[config.mk]
export PLATFORM = sky130hd
export DESIGN_NAME = mem_arbiter
export DESIGN_NICKNAME = d
export VERILOG_FILES = /design/src/rtl/mem_arbiter.sv
export SDC_FILE = /design/constraint.sdc
export NUM_CORES = 1
export LEC_CHECK = 0
export ABC_AREA = 1
export ABC_CLOCK_PERIOD_IN_PS = 1800
export CORE_ASPECT_RATIO = 0.7
export CORE_MARGIN = 4
export CORE_UTILIZATION = 36
export DETAILED_ROUTE_END_ITERATION = 16
export PLACE_DENSITY = 0.75
export SYNTH_ARGS = -nofsm -noshare
export SYNTH_HDL_FRONTEND = slang
export SYNTH_SLANG_ARGS = --single-unit
[constraint.sdc]
create_clock -name clock -period 1.8 [get_ports clock]
set_input_delay 0.45 -clock clock [delete_from_list [all_inputs] [get_ports clock]]
set_output_delay 0.45 -clock clock [all_outputs]
set_load 0.01 [all_outputs]
[src/rtl/mem_arbiter.sv]
// mem_arbiter: shares core memory port A between instruction fetch and load/store.
// Define MEM_ARB_RR_EN for round-robin arbitration; otherwise data wins over fetch.
module mem_arbiter #(
    parameter int          RD_LATENCY = 1,
    parameter logic [15:0] ADDR_HI    = 16'h1000
) (
    input  logic        clock,
    input  logic        reset,
    input  logic        i_req,
    input  logic [31:0] i_addr,
    output logic        i_ack,
    output logic [31:0] i_rdata,
    output logic        i_err,
    input  logic        d_req,
    input  logic        d_we,
    input  logic [31:0] d_addr,
    input  logic [31:0] d_wdata,
    input  logic [3:0]  d_wbits,
    output logic        d_ack,
    output logic [31:0] d_rdata,
    output logic        d_err,
    output logic [31:0] m_address,
    output logic        m_read,
    output logic        m_write,
    output logic [31:0] m_wrdata,
    output logic [3:0]  m_wrbits,
    input  logic [31:0] m_rddata
);
    typedef enum logic [1:0] {IDLE, RD_WAIT, WR, RESP} state_t;

    state_t      state, state_nx;
    logic [1:0]  cnt, cnt_nx;
    logic        own_d, own_d_nx;
    logic        i_ack_nx, i_err_nx, d_ack_nx, d_err_nx;
    logic [31:0] i_rdata_nx, d_rdata_nx;
    logic [31:0] m_address_nx, m_wrdata_nx;
    logic [3:0]  m_wrbits_nx;
    logic        m_read_nx, m_write_nx;
    logic        pri_d, gnt_d, any_req, sel_we, sel_err;
    logic [31:0] sel_addr;

    assign any_req  = i_req | d_req;
    assign gnt_d    = d_req & (~i_req | pri_d);
    assign sel_addr = gnt_d ? d_addr : i_addr;
    assign sel_we   = gnt_d & d_we;
    assign sel_err  = (sel_addr[31:16] != ADDR_HI);

`ifdef MEM_ARB_RR_EN
    // Remembers who was granted last; resets to "fetch last" so data wins the first tie.
    logic last_d;
    always_ff @(posedge clock or negedge reset)
        if (!reset)                       last_d <= 1'b0;
        else if (state == IDLE && any_req) last_d <= gnt_d;
    assign pri_d = ~last_d;
`else
    assign pri_d = 1'b1;
`endif

    always_ff @(posedge clock or negedge reset) begin
        if (!reset) begin
            state     <= IDLE;
            cnt       <= '0;
            own_d     <= 1'b0;
            i_ack     <= 1'b0;
            i_err     <= 1'b0;
            i_rdata   <= '0;
            d_ack     <= 1'b0;
            d_err     <= 1'b0;
            d_rdata   <= '0;
            m_address <= '0;
            m_read    <= 1'b0;
            m_write   <= 1'b0;
            m_wrdata  <= '0;
            m_wrbits  <= '0;
        end else begin
            state     <= state_nx;
            cnt       <= cnt_nx;
            own_d     <= own_d_nx;
            i_ack     <= i_ack_nx;
            i_err     <= i_err_nx;
            i_rdata   <= i_rdata_nx;
            d_ack     <= d_ack_nx;
            d_err     <= d_err_nx;
            d_rdata   <= d_rdata_nx;
            m_address <= m_address_nx;
            m_read    <= m_read_nx;
            m_write   <= m_write_nx;
            m_wrdata  <= m_wrdata_nx;
            m_wrbits  <= m_wrbits_nx;
        end
    end

    // Every output is a one-cycle event by default; only a load holds m_read/m_address.
    always_comb begin
        state_nx     = state;
        cnt_nx       = cnt;
        own_d_nx     = own_d;
        i_ack_nx     = 1'b0;
        i_err_nx     = 1'b0;
        i_rdata_nx   = '0;
        d_ack_nx     = 1'b0;
        d_err_nx     = 1'b0;
        d_rdata_nx   = '0;
        m_address_nx = '0;
        m_read_nx    = 1'b0;
        m_write_nx   = 1'b0;
        m_wrdata_nx  = '0;
        m_wrbits_nx  = '0;
        case (state)
            IDLE: begin
                if (any_req) begin
                    own_d_nx = gnt_d;
                    if (sel_err) begin
                        d_ack_nx = gnt_d;
                        d_err_nx = gnt_d;
                        i_ack_nx = ~gnt_d;
                        i_err_nx = ~gnt_d;
                        state_nx = RESP;
                    end else if (sel_we) begin
                        m_write_nx   = 1'b1;
                        m_address_nx = sel_addr;
                        m_wrdata_nx  = d_wdata;
                        m_wrbits_nx  = d_wbits;
                        state_nx     = WR;
                    end else begin
                        m_read_nx    = 1'b1;
                        m_address_nx = sel_addr;
                        cnt_nx       = 2'(RD_LATENCY);
                        state_nx     = RD_WAIT;
                    end
                end
            end
            RD_WAIT: begin
                if (cnt == 2'd0) begin
                    if (own_d) begin
                        d_ack_nx   = 1'b1;
                        d_rdata_nx = m_rddata;
                    end else begin
                        i_ack_nx   = 1'b1;
                        i_rdata_nx = m_rddata;
                    end
                    state_nx = RESP;
                end else begin
                    m_read_nx    = 1'b1;
                    m_address_nx = m_address;
                    cnt_nx       = cnt - 2'd1;
                end
            end
            WR: begin
                d_ack_nx = own_d;
                i_ack_nx = ~own_d;
                state_nx = RESP;
            end
            RESP: state_nx = IDLE;
            default: state_nx = IDLE;
        endcase
    end
endmodule
# == Word-level counts from Yosys, hierarchy flattened ==
# Cells that the tools add are included.
# W data, S select, Z words.
# classes
addsub,1
multipliers,0
div_mod_pow,0
n_lt_le_gt_ge,0
eq_ne,9
n_shift,0
mux,50
bitwise_logic,4
reduce_logical,6
# op_table
cell,count
$mux W32,14
$pmux W32 S2,1
$mux W1,18
$mux W2,8
$mux W4,4
$ne A16 B13 Y1 const B,1
$ne A2 B2 Y1 const B,5
$pmux W2 S4,1
$pmux W1 S3,2
$reduce_and A5 Y1,1
$eq A2 B2 Y1 const B,2
$logic_not A2 Y1,2
$pmux W2 S2,1
$reduce_and A2 Y1,2
$eq A2 B1 Y1 const B,1
$not A1 Y1,2
$pmux W1 S2,1
$reduce_bool A2 Y1,1
$sub A2 B1 Y2 const B,1
$and A1 B1 Y1,1
$or A1 B1 Y1,1
# word_totals
reg_bits,143
latch_bits,0
ramBits,0
mem_bits_ro,0
input_bits,137
elab_cells,84
n_memories,0

# == Longest topological paths before layout ==
# logic_depth
word_depth,5
depth_mapped,13
mapped_depth_nobuf,11

# == Worst setup path after synthesis ==
# Ideal clock, no wire load.
# synth_path
kind,register to register
startpoint,reg state[1]
endpoint,reg m_address[10]
setup_time_ps,123
arrival_ps,1658
required_time_ps,1677
slack_ps,19
path_stages_with_launch,9
n_path_buf,1
path_cell_list,dfrtp_1 inv_1 ha_1 inv_1 nor2_2 clkinv_1 nand4_2 buf_2 o21ai_1
# synth_between
elab_chain_len,2
# synth_lines
element,line,text
start: declaration,31,"state_t state, state_nx;"
start signal: assignment,76,state <= state_nx;
$eq A2 B1 Y1 or $logic_not A2 Y1 (tied branches),109,case (state)
$pmux W32 S2 or $ne A2 B2 Y1 (tied branches),-,
end signal: assignment,85,m_address <= m_address_nx;
end: declaration,22,"output logic [31:0] m_address,"
# Parallel ways exist; a longest one is shown, timed or not.
# A chain may end at the register's enable or synchronous reset.

# == Worst setup path after layout ==
# layout_path
startpoint,reg m_address[21]
endpoint,out m_address[21]
# No word-level cell between the ends.

==> impl_metrics.ini <==
[setup_path]
critical_path_buf_inv_count = 1
critPathMaxFanout = 2
cp_slowest_cell = clkdlybuf4s50_1
rr_worst_depth = 7
timing.rr.end = i_rdata[7]
critPathCaptureType = primary output
r2r_slack_ns = 0.21
crit_path_start_kind = flip-flop
critPathMaxStageDelay_ns = 0.56
worstPathArrival_ns = 1.31
r2r-start = state[1]
path_delay_family = buffers and inverters
critical_path_class = flip-flop to primary output
cp_cell_sequence = clkdlybuf4s50_1
critPathRequiredTime_ns = 1.35

[job]
maxCapViolCount = 0

[cells_and_area]
fillers = 1242
layout_common_cells = clkdlybuf4s50_1, dfrtp_1, nor2_1
multi_input_area_um2 = 1345
final_layout_size_suffix_gt1_share_pct = 10.37
ff_latch_area_um2 = 3578
layout.nets = 987
antenna-diode-count = 0
mostFrequentLayoutCell = clkdlybuf4s50_1
area_growth_pct = 69.55
final_cell_area_um2 = 9184

[drt]
vias_per_cell = 4.224
firstDrtPassIters = 4
initialDrtViolationCount = 201
wire_per_inst_um = 13.72
drc_errors = 0
drt-total-wl_um = 14450
ant_nets = 0
vias = 4448

[hold_path]
whs_endpoint = m_address[1]
min_path_cells = 2
min_path_type = flip-flop to flip-flop
min_from = m_address[1]

[power]
seqPwrFrac_pct = 39.9
power_density_nw_per_um2 = 978.3
p_int_mw = 6.522
p_sw_share_pct = 27.40
p_clk_share_pct = 38.5
p_total_mw = 8.984
p_sw_mw = 2.462
power_frac_comb_pct = 21.6
vdd.ir_drop.worst_v = 0.0005864
p_leak_nw = 4.953

[yosys]
syn_area_um2 = 5416
synth_fp_nets = 689
ys_top_cells_by_area = dfrtp_1, nor2_1, inv_1, nand2_1, nor2_2
synth_top_area_share_pct = 66.07
yosys_warnings = 0
synth_top_cell_by_area = dfrtp_1
synthDistinctLibCells = 21
avgSynthCellArea_um2 = 9.902
ys_ff_latch = 143
synthCells = 547
ys_seq_area_share_pct = 66.07

[clock_tree]
htreeDepth = 4
clock_path_buffers = 2
clock_sinks = 143
clk_pin_slew_worst_paths_ns = 0.06
cts_root_buf = clkbuf_16
cts_tree = yes
insertion_delay_ns = 0.40
numCtsBuffers = 17

[sta]
hold_viol_final = 0
period_minus_slack_ns = 1.756
fmaxAchievable_ghz = 0.5694
drv_slew = 0
finalCritPeriodShare_pct = 97.57
final-setup-viol-count = 0
slew_headroom_pct = 75.53
worst_slew_pin_slew_ns = 0.3670
clock_skew_ns = 0.006981
rsz0062_at_grt = no

[die]
die_area_um2 = 17100
io_pins = 275
die_x_um = 154.6
die-height_um = 110.6
rows = 37
coreArea_um2 = 14720
start_util_pct = 36.79

[global_route]
grt_pass1_vias = 4556
grt_pass1_wl_um = 23220
grt_overflow_total = 0
grt_max_degree = 54
antenna_found_initial = 0
grt_util_all_layers_pct = 17.10

[placed_design]
placed_cell_area_um2 = 8534
dpl.hpwl_um = 11180
port_buffers = 274
globalplace.congestion = 0.7818

[status]
status = finished, final reports clean
[area by class of cell]
| class | count | share of cell area [%] |
|---|---|---|
| sequential | 143 | 38.96 |
| timing repair buffer | 297 | 33.16 |
| multi-input combinational | 284 | 14.65 |
| clock buffer | 19 | 4.714 |
| inverter | 102 | 4.196 |
| tap | 195 | 2.657 |
| clock inverter | 13 | 1.662 |
[layer usage]
layer	global-route usage [%]	routed length, um	share of wire (%)	vias to the layer above
met5	0	0	0	-
met4	4.118	104	0.72	0
met3	7.951	1608	11	8
met2	28.11	6893	48	184
met1	20.48	5843	40	2069
li1	-	-	-	2187
[sequential cells by signal, summed over array words and instances, names as in the netlist, 2 cells and up]
signal	flops
i_rdata	32
m_wrdata	32
m_wrbits	4
cnt	2
d_rdata	32
state	2
m_address	32
[through the flow]
step	setup slack, ns	hold slack, ns	setup TNS (ns)	utilization, %	instances
CTS	0.002412	0.4889	0	62.00	1053
finish	0.04371	0.4788	0	62.38	1053
global route	0.0002379	0.5068	0	62.38	1053
detailed placement	-0.4788	0.3650	-26.31	57.97	1020
floorplan	0.01902	0.1544	0	-	547
global placement	-0.4316	0.3645	-24.56	57.97	1020
[worst register-to-register path, delay by kind of cell (launching register included)]
kind,cells,cell delay [ns]
buffers and inverters,4,0.50
flip-flops,1,0.42
AND/OR/NAND/NOR,2,0.36
adder cells (fa/ha/maj),1,0.23
[kinds of logic (layout without fill, tap and decap cells)]
logic type	after synthesis	after routing	share of synthesized area [%]
mux	16	16	2.957
fa+ha+maj	5	5	1.155
buf+inv	120	431	9.101
simple gates	243	243	18.87
compound gates	20	20	1.848
flops	143	143	66.07
[repair_timing]
item,4_1_cts,5_1_grt
gates resized for setup,5,24
hold buffers,1,0
endpoints found under the hold margin,32,0
setup buffers,0,0
setup endpoints to repair,39,38
pin swaps,0,0
[how the worst max path moves through the flow]
stage                        startpoint             to  slack [ns]  cells after the start
final                     m_address[21]  m_address[21]        0.04                      1
after global routing       m_address[6]   m_address[6]      0.0002                      1
after CTS                  m_wrdata[23]   m_wrdata[23]       0.002                      1
after detailed placement          d_req   m_address[4]       -0.48                     11
after global placement            d_req    m_wrdata[1]       -0.43                     12
after floorplan                state[1]  m_address[10]        0.02                      8
[cells in the mapped netlist, drive strengths merged]
master / number
buf: 10
nand4: 3
inv: 101
dfrtp: 143
mux2i: 16
a21oi: 3
clkbuf: 8
ha: 5
nand3: 4
nand2: 98
o21ai: 17
nor2: 137
clkinv: 1
nor3: 1
[power groups by stage]
stage,Combinational [mW],Clock [mW],Sequential (mW)
floorplan,0.733,0,3.75
global placement,1.96,0,3.64
detailed placement,1.97,0,3.65
CTS,1.99,3.54,3.59
global route,2.14,3.70,3.62
finish,1.94,3.46,3.59
(Power assumes the default switching activity.)
